File: config.mk
export PLATFORM = sky130hd
export DESIGN_NAME = shift_operand_stage
export DESIGN_NICKNAME = d
export VERILOG_FILES = /design/src/rtl/shift_pkg.sv /design/src/rtl/pipe_stage.sv /design/src/rtl/shift_operand_stage.sv
export SDC_FILE = /design/constraint.sdc
export NUM_CORES = 1
export LEC_CHECK = 0
export ABC_AREA = 1
export CAP_MARGIN = 20
export CORE_UTILIZATION = 35
export DETAILED_ROUTE_END_ITERATION = 8
export PLACE_DENSITY = 0.76
export SYNTH_ARGS = -nofsm -noshare
export SYNTH_HDL_FRONTEND = slang
export SYNTH_HIERARCHICAL = 1
export SYNTH_SLANG_ARGS = --single-unit
export TNS_END_PERCENT = 100
File: constraint.sdc
create_clock -name clk -period 1.2 [get_ports clk]
set_input_delay 0.36 -clock clk [delete_from_list [all_inputs] [get_ports clk]]
set_output_delay 0.36 -clock clk [all_outputs]
set_load 0.005 [all_outputs]
File: src/rtl/shift_pkg.sv
// Shared widths, pipeline occupancy states and stage payload layouts for the shift operand stage.
// Latency: none; this package holds only types and constants.
// Backpressure: none; this package holds only types and constants.
package shift_pkg;

  localparam int DATA_W     = 32;
  localparam int SHAMT_W    = 5;
  localparam int REG_ADDR_W = 5;

  // Occupancy of the two-stage pipe, encoded as {s1_valid, s2_valid}
  typedef enum logic [1:0] {
    EMPTY   = 2'b00,
    S2_ONLY = 2'b01,
    S1_ONLY = 2'b10,
    BOTH    = 2'b11
  } pipe_state_e;

  // Operand register: value to shift, resolved shift amount, destination index
  typedef struct packed {
    logic [DATA_W-1:0]     rt;
    logic [SHAMT_W-1:0]    amt;
    logic [REG_ADDR_W-1:0] rd;
  } s1_t;

  // Result register: writeback value and destination index
  typedef struct packed {
    logic [DATA_W-1:0]     result;
    logic [REG_ADDR_W-1:0] rd;
  } s2_t;

endpackage

File: src/rtl/pipe_stage.sv
// Valid-qualified pipeline register with a load enable and an asynchronous clear.
// Latency: 1 cycle from load to q/valid.
// Backpressure: none internally; the parent decides when to load and when to drain.
module pipe_stage #(
  parameter int W = 8
) (
  input  logic         clk,
  input  logic         rst_n,
  input  logic         load,
  input  logic         drain,
  input  logic [W-1:0] d,
  output logic         valid,
  output logic [W-1:0] q
);

  // A load refills the slot; a drain without a load empties it; otherwise hold
  always_ff @(posedge clk or negedge rst_n) begin
    if (!rst_n) begin
      valid <= 1'b0;
      q     <= '0;
    end else begin
      if (load) begin
        valid <= 1'b1;
        q     <= d;
      end else if (drain) begin
        valid <= 1'b0;
      end
    end
  end

endmodule

File: src/rtl/shift_operand_stage.sv
// Registers srl/srlv operands for an external shifter and registers its result for writeback; stats counter under SHIFT_STATS_EN.
// Latency: 2 cycles from acceptance to out_valid, one operation per cycle sustained.
// Backpressure: out_ready low holds the result; in_ready drops only when both stages are full and the result cannot leave.
module shift_operand_stage
  import shift_pkg::*;
#(
  parameter int CNT_W = 16
) (
  input  logic                  clk,
  input  logic                  rst_n,
  input  logic                  in_valid,
  output logic                  in_ready,
  input  logic [DATA_W-1:0]     in_rt,
  input  logic [DATA_W-1:0]     in_rs,
  input  logic [SHAMT_W-1:0]    in_shamt,
  input  logic                  in_var,
  input  logic [REG_ADDR_W-1:0] in_rd,
  output logic [DATA_W-1:0]     sh_a,
  output logic [DATA_W-1:0]     sh_b,
  input  logic [DATA_W-1:0]     sh_result,
  output logic                  out_valid,
  input  logic                  out_ready,
  output logic [DATA_W-1:0]     out_result,
  output logic [REG_ADDR_W-1:0] out_rd
`ifdef SHIFT_STATS_EN
  ,
  output logic [CNT_W-1:0]      op_count
`endif
);

  logic        s1_valid;
  logic        s2_valid;
  logic        s1_load;
  logic        s2_load;
  logic        s2_drain;
  logic        s2_free;
  s1_t         s1_d;
  s1_t         s1_q;
  s2_t         s2_d;
  s2_t         s2_q;
  pipe_state_e state;

  // Only the low bits of rs carry a shift amount; the rest is ignored by srlv
  logic unused_rs_hi;
  assign unused_rs_hi = ^in_rs[DATA_W-1:SHAMT_W];

  // Occupancy view of the two valid bits; transitions come from the stage loads/drains
  always_comb begin
    state = pipe_state_e'({s1_valid, s2_valid});
  end

  // Ready depends only on registered state and out_ready, never on in_valid
  assign s2_free  = !s2_valid || out_ready;
  assign in_ready = (state != BOTH) || out_ready;

  assign s1_load  = in_valid && in_ready;
  assign s2_load  = s1_valid && s2_free;
  assign s2_drain = s2_valid && out_ready;

  // Resolve the shift amount at acceptance so the shifter sees a settled operand
  always_comb begin
    s1_d     = '0;
    s1_d.rt  = in_rt;
    s1_d.amt = in_var ? in_rs[SHAMT_W-1:0] : in_shamt;
    s1_d.rd  = in_rd;
  end

  // Writes to r0 are forced to zero so writeback never corrupts the hardwired register
  always_comb begin
    s2_d        = '0;
    s2_d.result = (s1_q.rd == '0) ? '0 : sh_result;
    s2_d.rd     = s1_q.rd;
  end

  pipe_stage #(.W($bits(s1_t))) u_s1 (
    .clk   (clk),
    .rst_n (rst_n),
    .load  (s1_load),
    .drain (s2_load),
    .d     (s1_d),
    .valid (s1_valid),
    .q     (s1_q)
  );

  pipe_stage #(.W($bits(s2_t))) u_s2 (
    .clk   (clk),
    .rst_n (rst_n),
    .load  (s2_load),
    .drain (s2_drain),
    .d     (s2_d),
    .valid (s2_valid),
    .q     (s2_q)
  );

  // Shifter operands come straight from the operand register, so they hold for a full cycle
  assign sh_a = s1_q.rt;
  assign sh_b = {{(DATA_W-SHAMT_W){1'b0}}, s1_q.amt};

  assign out_valid  = s2_valid;
  assign out_result = s2_q.result;
  assign out_rd     = s2_q.rd;

`ifdef SHIFT_STATS_EN
  // Count completed writebacks, sticking at all-ones instead of wrapping
  always_ff @(posedge clk or negedge rst_n) begin
    if (!rst_n) begin
      op_count <= '0;
    end else if (out_valid && out_ready && (op_count != {CNT_W{1'b1}})) begin
      op_count <= op_count + 1'b1;
    end
  end
`endif

endmodule

==> out/results.txt <==
The run gives 0 as the max-slew violation count. By startpoint and endpoint, the worst setup path is classified as reg -> reg. The clock reaches the later pin of the worst-skew pair after 0.34 ns. The overall die height is 106 um, and the number of buffers inserted by port buffering is 159. The root buffer cell chosen for the clock tree is sky130_fd_sc_hd__clkbuf_8. The congestion estimate from routability-driven global placement came to 0.753.

The post-route fraction of the period consumed by the critical path is 1.16. Relative to the synthesized area, the layout overhead comes to 62.9%. Summing internal, switching and leakage power gives 0.0131 W. Across the run, the number of max-cap violations was 0.

After filler insertion, the fill cell instance count of the layout stands at 936. The setup skew after layout was 0.0132 ns; the clock input transition at the sequential cells of the worst setup and hold paths was 0.08 ns. Final layout net count: 808.

The width of the chip was 106 um; the count of unique library cells instantiated by Yosys was 19. 214 I/O pins were placed. The tools report the total CTS buffers as 9. Fraction of met3 tracks used by global routing: 0.0448. Based on the critical path, the design can be clocked at up to 720 MHz. The share of the synthesized area in the top cell type came out at 0.532. Summed instance area of the synthesized netlist: 0.00381 mm2. Setup repair after global routing could not meet its margin everywhere. The run gives 110 as the number of setup violations in the final report. The number of antenna diodes in the final layout is 0.

The tools report the endpoint class of the critical path as a flop. The initial core utilization was 0.364; the worst endpoint required time was 1.43 ns. The final reports fail on negative setup slack. For the static leakage, the log shows 3.57 nW. The first TritonRoute pass finished after 4 iterations. The cell type with the largest total area after synthesis is sky130_fd_sc_hd__dfrtp_1. For this block, the initial DRC count from the detailed router was 228.

A synthesized cell averages 8.21 um2. In the routed design, unresolved DRC markers number 0. The region available for standard cell placement spans 0.0105 mm2. Gate count after technology mapping: 464. The run gives 838 as the number of cells in the finished layout apart from fillers. Detailed placement ended at an HPWL of 6380 um. Number of hold violations in the final report: 0.

Detailed routing inserted a total of 3642 vias. Cell area power density: 2100 mW/mm2. The flow ran to the end, but the final reports show violations. The logs give 44 for the pin count of the biggest net entering global routing and 0.532 for the sequential fraction of the synthesis area. The area of the die is 0.0113 mm2. The detail-routed net length per standard cell was 12.9 um; the per-cell via count in the routed design was 4.35. For this run, the number of Yosys warnings is 6.

In this run the deepest clock path goes through 2 buffers. Area occupied by multi-input gates: 0.00154 mm2. The tree built by TritonCTS fans out to 81 sinks. The run gives 3 as the CTS H-tree depth.

Met2 track demand over resource: 0.289. The run gives 15100 um as the wire length of the first global-routing pass. The met1 track demand over resource is 0.191. The data arrival time at the worst-slack endpoint was 1.61 ns; the highest fanout seen on the critical path was 7. Across the whole layout, storage elements account for 0.00203 mm2.

The post-route antenna net violation count is 0, and the number of antenna violations at the first check in global routing is 0. The share of layout cells above drive strength 1 was 0.386; the via count of the first global-routing pass was 3468. The final worst slack was -0.188 ns. TritonCTS built the clock tree.

The total wire length after detailed routing was 10800 um. Yosys attributes the largest share of cell area to sky130_fd_sc_hd__dfrtp_1 (53%), sky130_fd_sc_hd__nand2_1 (25%), sky130_fd_sc_hd__buf_4 (6.1%), sky130_fd_sc_hd__inv_1 (4.1%), sky130_fd_sc_hd__nand2_2 (3.9%). The run gives 37 as the total number of placement rows.

The global-route usage over all layers came out at 0.166. In this run the most used layer during global routing was met2. Counting I/O delays and the setup requirement, the final critical path takes 1.39 ns.

The count of state elements after synthesis is 81, and the peak supply drop is 0.992 mV. Global routing finished with a remaining overflow of 0. In this run, placement finished with an instance count of 761. For the share of the core filled with cells in the final layout, the log shows 0.593. Type of element launching the critical path: a flop. The path class of the tightest hold or removal check is reg -> reg.
where the power goes:
group	internal, W	leakage [nW]	total [W]	switching [W]
Sequential	0.00376	0.996	0.00436	0.000607
Combinational	0.00359	2.49	0.00675	0.00316
Clock	0.000969	0.0929	0.00194	0.000971
Total	0.00832	3.57	0.0131	0.00474
cells in the mapped netlist:
cell and instances:
sky130_fd_sc_hd__a21boi_0 1, sky130_fd_sc_hd__and2_1 1, sky130_fd_sc_hd__buf_12 2, sky130_fd_sc_hd__buf_2 1, sky130_fd_sc_hd__buf_4 31, sky130_fd_sc_hd__buf_6 10, sky130_fd_sc_hd__buf_8 3, sky130_fd_sc_hd__clkbuf_1 1
sky130_fd_sc_hd__conb_1 1, sky130_fd_sc_hd__dfrtp_1 81, sky130_fd_sc_hd__inv_1 42, sky130_fd_sc_hd__inv_2 1, sky130_fd_sc_hd__inv_8 1, sky130_fd_sc_hd__nand2_1 255, sky130_fd_sc_hd__nand2_2 24, sky130_fd_sc_hd__nand3_1 1
sky130_fd_sc_hd__nand3_2 1, sky130_fd_sc_hd__nor2_1 2, sky130_fd_sc_hd__o21ai_0 5
registers in the layout (all words and copies together) (netlist names):
signal / cells
u_s2/q: 37
u_s2/valid: 1
u_s1/valid: 1
u_s1/q: 42
final timing paths:
path	from	endpoint	slack [ns]	cells after the start
worst min register to register	u_s1/q[17]	u_s1/q[17]	0.47	2
worst max register to register	u_s2/valid	u_s2/q[22]	-0.19	7
worst max-delay path	u_s2/valid	u_s2/q[22]	-0.19	7
worst min-delay path	u_s1/q[17]	u_s1/q[17]	0.47	2
min in group asynchronous	rst_n	u_s2/q[20]	0.54	3
max in group asynchronous	rst_n	u_s1/q[10]	0.44	3
layout by cell type (no fill, tap or decap), drive strengths merged:
cell	instances
nand3	2
clkbuf	16
clkinvlp	2
clkdlybuf4s50	81
buf	155
dfrtp	81
clkinv	2
dlygate4sd2	1
nor2	2
conb	27
bufinv	1
nand2	279
inv	45
and2	1
o21ai	5
dlygate4sd3	1
a21boi	1
final cells by class:
type	count	share of cell area
clock inverters	6	0.0109
flip-flops and latches	81	0.327
repair buffers	244	0.336
inverters	44	0.0300
clock buffers	10	0.0206
well taps	136	0.0274
multi-input cells	317	0.248
worst max-delay path: stages (launching register included):
cell	delay [ns]
sky130_fd_sc_hd__dfrtp_1	0.41
sky130_fd_sc_hd__buf_6	0.13
sky130_fd_sc_hd__buf_6	0.11
sky130_fd_sc_hd__a21boi_4	0.20
sky130_fd_sc_hd__inv_4	0.10
sky130_fd_sc_hd__clkbuf_16	0.19
sky130_fd_sc_hd__nand2_2	0.07
sky130_fd_sc_hd__nand2_2	0.05
per-stage QoR:
step                TNS, ns  worst slack, ns  hold slack [ns]  instance area [um2]
floorplan                 0           0.0340           0.0644                 3910
global placement     -40.75           -0.711            0.351                 5480
detailed placement   -41.23           -0.695            0.356                 5480
CTS                   -7.64           -0.161            0.474                 5540
global route         -13.30           -0.247            0.492                 6210
finish                -6.81           -0.188            0.467                 6210
routing by layer:
metal,vias up,wire [um]
li1,1761,-
met1,1691,4200
met2,169,5580
met3,21,810
met4,0,242
met5,-,0
cells by family after synthesis:
| family | count (synthesis) | share of synthesized area |
|---|---|---|
| other cells | 1 | 0.000984 |
| buf+inv | 92 | 0.161 |
| flops | 81 | 0.532 |
| compound gates | 6 | 0.00854 |
| simple gates | 284 | 0.298 |
repair_timing:
action,in CTS,in global routing
buffers inserted,26,24
pin swaps,1,29
endpoints found under the setup margin,157,139
hold buffers,1,0
gates cloned,0,10
hold endpoints to repair,75,0
gates resized for setup,315,93
Power figures use the tool's default switching activity.
